==> src/rtl/mem_bus_arbiter.sv <==
// mem_bus_arbiter: shares one single-port memory between fetch (F), data (D)
// and loader (L) requesters. Fixed priority D > F > L; an aging counter
// promotes L after MAX_WAIT lost rounds. Optional ARB_STATS_EN adds grant
// counters and a starvation-promotion pulse.
module mem_bus_arbiter #(
   parameter int unsigned AW       = 10,
   parameter int unsigned DW       = 16,
   parameter int unsigned MAX_WAIT = 8
) (
   input  logic          clk,
   input  logic          reset,
   input  logic          f_req,
   input  logic [AW-1:0] f_addr,
   input  logic          d_req,
   input  logic          d_we,
   input  logic [AW-1:0] d_addr,
   input  logic [DW-1:0] d_wdata,
   input  logic          l_req,
   input  logic          l_we,
   input  logic [AW-1:0] l_addr,
   input  logic [DW-1:0] l_wdata,
   output logic          f_gnt,
   output logic          d_gnt,
   output logic          l_gnt,
   output logic          f_rvalid,
   output logic          d_rvalid,
   output logic          l_rvalid,
   output logic [DW-1:0] rdata,
`ifdef ARB_STATS_EN
   output logic [15:0]   f_cnt,
   output logic [15:0]   d_cnt,
   output logic [15:0]   l_cnt,
   output logic          starve_evt,
`endif
   output logic          mem_en,
   output logic          mem_we,
   output logic [AW-1:0] mem_addr,
   output logic [DW-1:0] mem_wdata,
   input  logic [DW-1:0] mem_rdata,
   output logic          busy
);

   localparam int unsigned AGEW = 8;

   typedef enum logic [1:0] {IDLE = 2'd0, ACC = 2'd1, RESP = 2'd2} state_t;
   typedef enum logic [1:0] {OWN_NONE = 2'd0, OWN_F = 2'd1, OWN_D = 2'd2, OWN_L = 2'd3} owner_t;

   state_t          state_q, state_d;
   owner_t          owner_q, owner_d;
   logic            we_q, we_d;
   logic [AW-1:0]   addr_q, addr_d;
   logic [DW-1:0]   wdata_q, wdata_d;
   logic [DW-1:0]   rdata_q, rdata_d;
   logic [AGEW-1:0] age_q, age_d;
   logic [2:0]      gnt_q, gnt_d;
   logic [2:0]      rvalid_q, rvalid_d;
   logic            mem_en_q, mem_en_d;
   logic            mem_we_q, mem_we_d;
   logic            promote_c;

   // One-hot {L, D, F} strobe for a requester id
   function automatic logic [2:0] own_bit(input owner_t o);
      case (o)
         OWN_F:   return 3'b001;
         OWN_D:   return 3'b010;
         OWN_L:   return 3'b100;
         default: return 3'b000;
      endcase
   endfunction

   assign promote_c = l_req && (age_q == AGEW'(MAX_WAIT));

   // Next-state, latched request and output strobes
   always_comb begin
      state_d  = state_q;
      owner_d  = owner_q;
      we_d     = we_q;
      addr_d   = addr_q;
      wdata_d  = wdata_q;
      rdata_d  = rdata_q;
      age_d    = age_q;
      gnt_d    = 3'b000;
      rvalid_d = 3'b000;
      mem_en_d = 1'b0;
      mem_we_d = 1'b0;
      case (state_q)
         IDLE: begin
            if (!l_req) age_d = '0;
            if (promote_c) begin
               owner_d = OWN_L; we_d = l_we; addr_d = l_addr; wdata_d = l_wdata;
            end else if (d_req) begin
               owner_d = OWN_D; we_d = d_we; addr_d = d_addr; wdata_d = d_wdata;
            end else if (f_req) begin
               owner_d = OWN_F; we_d = 1'b0; addr_d = f_addr; wdata_d = '0;
            end else if (l_req) begin
               owner_d = OWN_L; we_d = l_we; addr_d = l_addr; wdata_d = l_wdata;
            end
            if (f_req || d_req || l_req) begin
               state_d  = ACC;
               gnt_d    = own_bit(owner_d);
               mem_en_d = 1'b1;
               mem_we_d = we_d;
               if (owner_d == OWN_L)
                  age_d = '0;
               else if (l_req && (age_q != AGEW'(MAX_WAIT)))
                  age_d = age_q + AGEW'(1);
            end
         end
         ACC: begin
            if (we_q) begin
               state_d = IDLE;
               owner_d = OWN_NONE;
            end else begin
               state_d  = RESP;
               rvalid_d = own_bit(owner_q);
            end
         end
         RESP: begin
            state_d = IDLE;
            owner_d = OWN_NONE;
            rdata_d = mem_rdata;
         end
         default: begin
            state_d = IDLE;
            owner_d = OWN_NONE;
         end
      endcase
   end

   // State and registered outputs; reset abandons any access in flight
   always_ff @(posedge clk or negedge reset) begin
      if (!reset) begin
         state_q  <= IDLE;
         owner_q  <= OWN_NONE;
         we_q     <= 1'b0;
         addr_q   <= '0;
         wdata_q  <= '0;
         rdata_q  <= '0;
         age_q    <= '0;
         gnt_q    <= 3'b000;
         rvalid_q <= 3'b000;
         mem_en_q <= 1'b0;
         mem_we_q <= 1'b0;
      end else begin
         state_q  <= state_d;
         owner_q  <= owner_d;
         we_q     <= we_d;
         addr_q   <= addr_d;
         wdata_q  <= wdata_d;
         rdata_q  <= rdata_d;
         age_q    <= age_d;
         gnt_q    <= gnt_d;
         rvalid_q <= rvalid_d;
         mem_en_q <= mem_en_d;
         mem_we_q <= mem_we_d;
      end
   end

`ifdef ARB_STATS_EN
   // Per-requester grant counters and promoted-grant pulse
   always_ff @(posedge clk or negedge reset) begin
      if (!reset) begin
         f_cnt      <= '0;
         d_cnt      <= '0;
         l_cnt      <= '0;
         starve_evt <= 1'b0;
      end else begin
         f_cnt      <= f_cnt + 16'(gnt_q[0]);
         d_cnt      <= d_cnt + 16'(gnt_q[1]);
         l_cnt      <= l_cnt + 16'(gnt_q[2]);
         starve_evt <= (state_q == IDLE) && promote_c;
      end
   end
`endif

   assign f_gnt     = gnt_q[0];
   assign d_gnt     = gnt_q[1];
   assign l_gnt     = gnt_q[2];
   assign f_rvalid  = rvalid_q[0];
   assign d_rvalid  = rvalid_q[1];
   assign l_rvalid  = rvalid_q[2];
   assign mem_en    = mem_en_q;
   assign mem_we    = mem_we_q;
   assign mem_addr  = addr_q;
   assign mem_wdata = wdata_q;
   // Read data passes straight through during RESP, otherwise holds the last return
   assign rdata     = (state_q == RESP) ? mem_rdata : rdata_q;
   assign busy      = (state_q != IDLE);

endmodule
==> config.mk <==
export PLATFORM = sky130hd
export DESIGN_NAME = mem_bus_arbiter
export DESIGN_NICKNAME = d
export VERILOG_FILES = /design/src/rtl/mem_bus_arbiter.sv
export SDC_FILE = /design/constraint.sdc
export NUM_CORES = 1
export LEC_CHECK = 0
export CORE_ASPECT_RATIO = 1.2
export CORE_UTILIZATION = 37
export DETAILED_ROUTE_END_ITERATION = 6
export PLACE_DENSITY = 0.87
export SLEW_MARGIN = 10
export SYNTH_ARGS = -nofsm -noshare
export SYNTH_HDL_FRONTEND = slang
export SYNTH_SLANG_ARGS = --single-unit
export TNS_END_PERCENT = 1
==> constraint.sdc <==
create_clock -name clk -period 1.65 [get_ports clk]
set_input_delay 0.165 -clock clk [delete_from_list [all_inputs] [get_ports clk]]
set_output_delay 0.165 -clock clk [all_outputs]
set_load 0.05 [all_outputs]
# [After elaboration in Yosys (flattened, before gate mapping)]
# Cells that the tools add are included.
[word_totals] input_bits=85 regBits=63 output_inout_bits=51
[classes] n_mux=37 addsub=1 n_reduce_logical=8 eq_ne=12
[ops] op="$mux W16" count=5
[ops] op="$mux W10" count=4
[ops] op="$mux W8" count=4
[ops] op="$pmux W3 S3" count=2
[ops] op="$mux W2" count=8
[ops] op="$mux W3" count=4
[ops] op="$eq A2 B2 Y1 const B" count=5
[ops] op="$add A8 B1 Y8 const B" count=1
[ops] op="$eq A8 B4 Y1 const B" count=1
[ops] op="$mux W1" count=8
[ops] op="$ne A8 B4 Y1 const B" count=1
[ops] op="$pmux W2 S2" count=2
[ops] op="$eq A2 B1 Y1 const B" count=3
[ops] op="$ne A2 B2 Y1 const B" count=2
[ops] op="$reduce_bool A4 Y1" count=1
[ops] op="$logic_and A1 B1 Y1" count=2
[ops] op="$logic_not A2 Y1" count=1
[ops] op="$logic_or A1 B1 Y1" count=2
[ops] op="$reduce_and A2 Y1" count=1
[ops] op="$reduce_bool A2 Y1" count=1

# [Depth between registers and ports, before layout]
# Gate-level depths: netlist (run 1).
[logic_depth] ltp_word=9 mapped_depth=8 depth_no_buf=6

# [Least setup slack after synthesis (run 1)]
# OpenSTA, ideal clock, no wires.
[synth_timing] kind="register to register" start="reg state_q[1]" end="reg wdata_q[10], in the netlist mem_wdata[10]" period_less_slack_ns=1.695 setup_time_ns=0.126 slack_ns=-0.045 required_ns=1.524 stages_incl_launch_ff=7 t_arrival_ns=1.569 path_cell_list="dfrtp_1 > nor2_4 > inv_2 > a21o_1 > buf_6 > buf_2 > a221o_1"
[synth_between] elab_chain_len=2
[synth_lines] item="from (decl)" line_no="48" text="state_t state_q, state_d;"
[synth_lines] item="from (signal assigned)" line_no="145" text="state_q <= state_d;"
[synth_lines] item="$logic_not A2 Y1" line_no="86" text="case (state_q)"
[synth_lines] item="$reduce_and A2 Y1 (no source line)"
[synth_lines] item="to (signal assigned)" line_no="149" text="wdata_q <= wdata_d;"
[synth_lines] item="to (decl)" line_no="52" text="logic [DW-1:0] wdata_q, wdata_d;"
# No other way between the ends.
# A chain may end at the register's enable or synchronous reset.

# [Final worst setup path (run 1)]
[layout_timing] start="reg state_q[0]" end="out rdata[13]"
[layout_between] elab_chain_len=2
[layout_lines] item="$eq A2 B2 Y1" line_no="187" text="assign rdata = (state_q == RESP) ? mem_rdata : rdata_q;"
[layout_lines] item="$mux W16"
[layout_lines] item="to (decl)" line_no="28" text="output logic [DW-1:0] rdata,"
# No other way between the ends.

==> results.yml, run 1 <==
run:
  max_cap_viol_count: 0
yosys:
  ys_ff_latch: 63
  syn-cell-area_sq_mm: 0.00281
  yosys_most_used_dff: "dfrtp_1"
  synth_area_per_cell_sq_um: 11.8
  async_flop_share: 1.00
  synth_top_cell_by_area: "dfrtp_1"
  synth_edf_count: 0
  netlist_top_cells_area: "dfrtp_1 (56%), a221o_1 (5.7%), mux2_2 (4.4%)"
  synth_cells: 238
  ys_warn_count: 0
  synth_fp_nets: 325
  ys_types: 43
  yosys.area.top_type_share: 0.561
  synth_seq_area_share: 0.561
die:
  die-area_sq_mm: 0.00795
  io_pins: 136
  fp.coreArea_sq_mm: 0.00732
  fp.dieH_um: 97.5
  initial_core_util: 0.384
  die_w_um: 81.6
  rows: 34
route:
  drc: 0
  ant_nets: 0
  via_per_inst: 5.30
  drt_iter0_markers: 154
  dr.pass1.iters: 4
  wl_per_cell_um: 17.0
  wirelength_um: 8470
  vias: 2632
timing:
  hold_viol: 0
  finalSetupViolCount: 34
  rsz0062_at_grt: "true"
  fmax_mhz: 557
  holdWs_ps: 369
  period_share: 1.09
  setup_slack_ps: -146
  max_slew_margin: 0.666
  tightest_slew_ps: 502
  skew_ps: 9.76
  period_needed_ps: 1800
  maxSlewViolCount: 0
layout:
  final_cell_mix: "clkdlybuf4s50_1 (83), dfrtp_1 (62), buf_4 (54)"
  layout_commonest_cell: "clkdlybuf4s50_1"
  areaGrowthSynthToFinish_pct: 73.8
  nFillCells: 567
  drive_gt1_frac: 0.334
  fin_cells: 497
  diodes: 0
  final_net_count: 489
setup_path:
  worstPathCellList: "nor2b_4 -> clkbuf_16 -> mux2_4 -> buf_12"
  regToRegSetupSlack_ps: -90
  crit_buf_inv: 2
  crit_type: "reg2out"
  slowest_stage: "dfrtp_2"
  path_max_fanout: 8
  cp-start-kind: "register"
  crit_family: "flip-flops"
  worstPathArrival_ps: 1630
  cp.required_ps: 1480
  cpPeakStageDelay_ps: 430
  end_kind: "output port"
clock_network:
  root_buffer: "clkbuf_8"
  path_clk_slew_ps: 70
  cts_tree: "done"
  cts_max_level: 3
  cts_num_sinks: 63
  clk_path_buf_depth: 2
  clock_latency_ps: 340
  cts_buffers: 9
power:
  powerDensity_mw_per_mm2: 2050
  power_mw: 10.0
  leakage_nw: 2.26
  vdd_drop_max_uv: 1360
hold_path:
  worstHoldPathType: "in2async"
grt:
  grt_use_total: 0.226
  grt_pass1_wl_um: 13300
  grt_max_degree: 64
  grt_pass1_vias: 2762
  antenna_found_initial: 0
  overflow: 0
placement:
  dp_hpwl_um: 6090
  gp_congestion: 0.796
  dp_slack_ps: -194
  dp_cells: 477
  portBuffers: 135
outcome:
  violations: "setup timing"
  outcome: "finished, violations left"
[sequential cells by signal, indices dropped and copies added (netlist names)]
signal     count
age_q          8
we_q           1
mem_we         1
mem_en         1
mem_addr      10
rvalid_q       3
rdata_q       16
owner_q        2
state_q        2
mem_wdata     16
gnt_q          3
[power breakdown]
| part | switching [mW] | internal, mW | total (mW) |
|---|---|---|---|
| Sequential | 0.321 | 2.18 | 2.50 |
| Clock | 0.622 | 0.852 | 1.47 |
| Combinational | 3.54 | 2.49 | 6.03 |
[per-stage QoR]
stage | area [sq um] | TNS, ps | util
6_report | 4880 | -3220 | 0.667
5_1_grt | 4880 | -5910 | 0.667
4_1_cts | 4840 | -4390 | 0.661
3_5_place_dp | 4450 | -3040 | 0.608
3_3_place_gp | 4450 | -2000 | 0.608
2_1_floorplan | 2820 | 0 | -
[logic make-up after synthesis]
| group | share of synthesized area |
|---|---|
| DFF | 0.561 |
| and+or+nand+nor | 0.140 |
| xor gates and xnor gates | 0.00623 |
| muxes | 0.0717 |
| adders and majority gates | 0.00890 |
| buffers and inverters | 0.0418 |
| AOI/OAI and AO/OA | 0.171 |
[worst reg2reg max path: cells and delay by family, from the launching register on]
family	cells	cell delay, ps
AO/OA/AOI/OAI	2	440
buffers and inverters	3	360
AND/OR/NAND/NOR	2	470
flip-flops	1	430
[per-layer routing]
layer  GRT usage  up-vias  share of wire  wire length (um)
met5           0        -              0                 0
met4      0.0810        0          0.020               168
met3      0.0798       19          0.088               747
met2       0.393      117           0.53              4450
met1       0.246     1281           0.37              3110
li1            -     1215              -                 -
[synth_stat cells, drive strengths merged, types with 3 or more instances]
cell and number:
dfrtp 63, nand2 19, and3 18, mux2 17, o21ai 17, a221o 16
buf 12, o22ai 11, nor2 10, o22a 10, inv 7, a21oi 4
nor3 4, clkbuf 3, nand3 3
[cell type report]
cell class | count | area (sq um) | share of cell area
inverters | 7 | 31.3 | 0.00641
clock inverters | 7 | 96.3 | 0.0197
multi-input cells | 153 | 1230 | 0.252
well taps | 90 | 113 | 0.0231
repair buffers | 168 | 1710 | 0.351
flip-flops and latches | 63 | 1580 | 0.323
clock buffers | 9 | 124 | 0.0254
[worst paths after layout]
path	from	to	depth (start not counted)
setup / recovery	state_q[0]	rdata[13]	4
hold / removal	reset	rdata_q[8]	3
setup reg to reg	state_q[0]	mem_wdata[11]	7
hold reg to reg	owner_q[0]	rvalid_q[1]	1
max in group asynchronous	reset	state_q[0]	3
min in group clk	l_wdata[3]	mem_wdata[3]	2
[timing repair]
action / 4_1_cts / 5_1_grt
hold buffers: 1 / 0
setup buffers: 2 / 0
cloned: 1 / 0
setup endpoints to repair: 38 / 54
pin swaps: 11 / 4
hold endpoints to repair: 63 / 0
gates resized for setup: 45 / 13
Power figures use the tool's default switching activity.
==> run 2: changes to the inputs <==
--- a/config.mk
+++ b/config.mk
@@ -9,6 +9,7 @@
 export CORE_UTILIZATION = 37
 export DETAILED_ROUTE_END_ITERATION = 6
 export PLACE_DENSITY = 0.87
+export SKIP_CTS_REPAIR_TIMING = 1
 export SLEW_MARGIN = 10
 export SYNTH_ARGS = -nofsm -noshare
 export SYNTH_HDL_FRONTEND = slang
==> run 2 against run 1 <==
Compared with the run above: the flow still finishes with violations (setup timing); worst setup slack worse by 54 ps; die area unchanged; via count up 0.53%; critical path depth unchanged; largest power group unchanged.
==> results.yml, run 2 (synthesized netlist as in run 1, its figures left out) <==
outcome:
  outcome: "finished, violations left"
  violations: "setup timing"
clock_network:
  cts_num_sinks: 63
  root_buffer: "clkbuf_8"
  clock_latency_ps: 340
  cts_max_level: 3
  cts_buffers: 9
  cts_tree: "done"
  path_clk_slew_ps: 70
  clk_path_buf_depth: 2
timing:
  period_share: 1.12
  rsz0062_at_grt: "true"
  period_needed_ps: 1850
  hold_viol: 0
  setup_slack_ps: -200
  setup_tns_ps: -3800
  maxSlewViolCount: 0
  finalSetupViolCount: 33
  fmax_mhz: 541
  tightest_slew_ps: 521
  max_slew_margin: 0.652
  skew_ps: 9.31
  holdWs_ps: 374
route:
  via_per_inst: 5.32
  ant_nets: 0
  wirelength_um: 8520
  drt_iter0_markers: 143
  wl_per_cell_um: 17.1
  vias: 2646
  drc: 0
  dr.pass1.iters: 4
layout:
  final_util: 0.666
  nFillCells: 570
  fin_cells: 497
  final_net_count: 489
  drive_gt1_frac: 0.334
  final_cell_mix: "clkdlybuf4s50_1 (83), dfrtp_1 (62), buf_4 (54)"
  layout_commonest_cell: "clkdlybuf4s50_1"
  diodes: 0
  areaGrowthSynthToFinish_pct: 73.3
setup_path:
  cp-start-kind: "register"
  worstPathArrival_ps: 1680
  cp.required_ps: 1480
  path_max_fanout: 8
  end_kind: "output port"
  crit_type: "reg2out"
power:
  power_mw: 9.92
  comb_power_share: 0.598
  leakage_nw: 2.30
  p_seq_frac: 0.253
  powerDensity_mw_per_mm2: 2040
  vdd_drop_max_uv: 1480
  p_sw_mw: 4.46
  swShare: 0.450
  clock_power_share: 0.149
  p_int_mw: 5.45
grt:
  use_met3: 0.0732
  grt_pass1_wl_um: 12600
  grt_max_degree: 64
  antenna_found_initial: 0
  grt_use_total: 0.214
  overflow: 0
  grt.busiest_layer: "met2"
  grt_use_met1: 0.237
  grt.met2_usage: 0.369
  grt_pass1_vias: 2668
run:
  max_cap_viol_count: 0
die:
  io_pins: 136
  die_w_um: 81.6
  initial_core_util: 0.384
  fp.coreArea_sq_mm: 0.00732
  fp.dieH_um: 97.5
  rows: 34
  die-area_sq_mm: 0.00795
placement:
  dp_hpwl_um: 6090
  portBuffers: 135
  dp_cells: 477
  gp_congestion: 0.796
hold_path:
  worstHoldPathType: "in2async"
-- run 2: changes by cell type in the layout (fill, tap and decap cells not counted), sizes merged --
cell	change
dlygate4sd2	-6
dlymetal6s2s	+6
-- run 2: power by group through the flow --
| stage | Sequential (mW) | Combinational [mW] | Clock, mW |
|---|---|---|---|
| 2_1_floorplan | 3.66 | 2.22 | 0 |
| 3_3_place_gp | 2.49 | 5.44 | 0 |
| 3_5_place_dp | 2.51 | 5.57 | 0 |
| 4_1_cts | 2.50 | 5.56 | 1.51 |
| 5_1_grt | 2.59 | 6.20 | 1.61 |
| 6_report | 2.51 | 5.93 | 1.48 |
-- run 2: worst paths after layout --
kind / start / endpoint / slack, ps / cells after the start
hold reg to reg: owner_q[0] / rvalid_q[1] / 480 / 1
setup / recovery: state_q[0] / rdata[13] / -200 / 4
hold / removal: reset / rdata_q[8] / 370 / 3
max in group asynchronous: reset / state_q[0] / 990 / 3
min in group clk: l_wdata[3] / mem_wdata[3] / 430 / 2
setup reg to reg: age_q[1] / mem_wdata[0] / -70 / 6
-- run 2: final cells by class --
type,instances,area (sq um),share of cell area
clock buffers,9,124,0.0254
multi-input cells,153,1220,0.250
clock inverters,7,96.3,0.0198
repair buffers,168,1710,0.352
well taps,90,113,0.0231
inverters,7,31.3,0.00642
flip-flops and latches,63,1580,0.324
-- run 2: worst max-delay path, stage by stage, from the launching register on --
cell and delay, ps:
dfrtp_2 460, nor2b_4 210, clkbuf_16 200, mux2_4 330, buf_12 150
-- run 2: per-layer routing --
| metal | up-vias | part of all wire |
|---|---|---|
| li1 | 1216 | - |
| met4 | 0 | 0.033 |
| met5 | - | 0 |
| met2 | 125 | 0.51 |
| met1 | 1282 | 0.37 |
| met3 | 23 | 0.090 |
-- run 2: stage by stage --
step	area, sq um	setup WS (ps)
after floorplan	2820	0.934
after global placement	4450	-132
after detailed placement	4450	-194
after CTS	4670	-303
after global routing	4870	-267
final	4870	-200
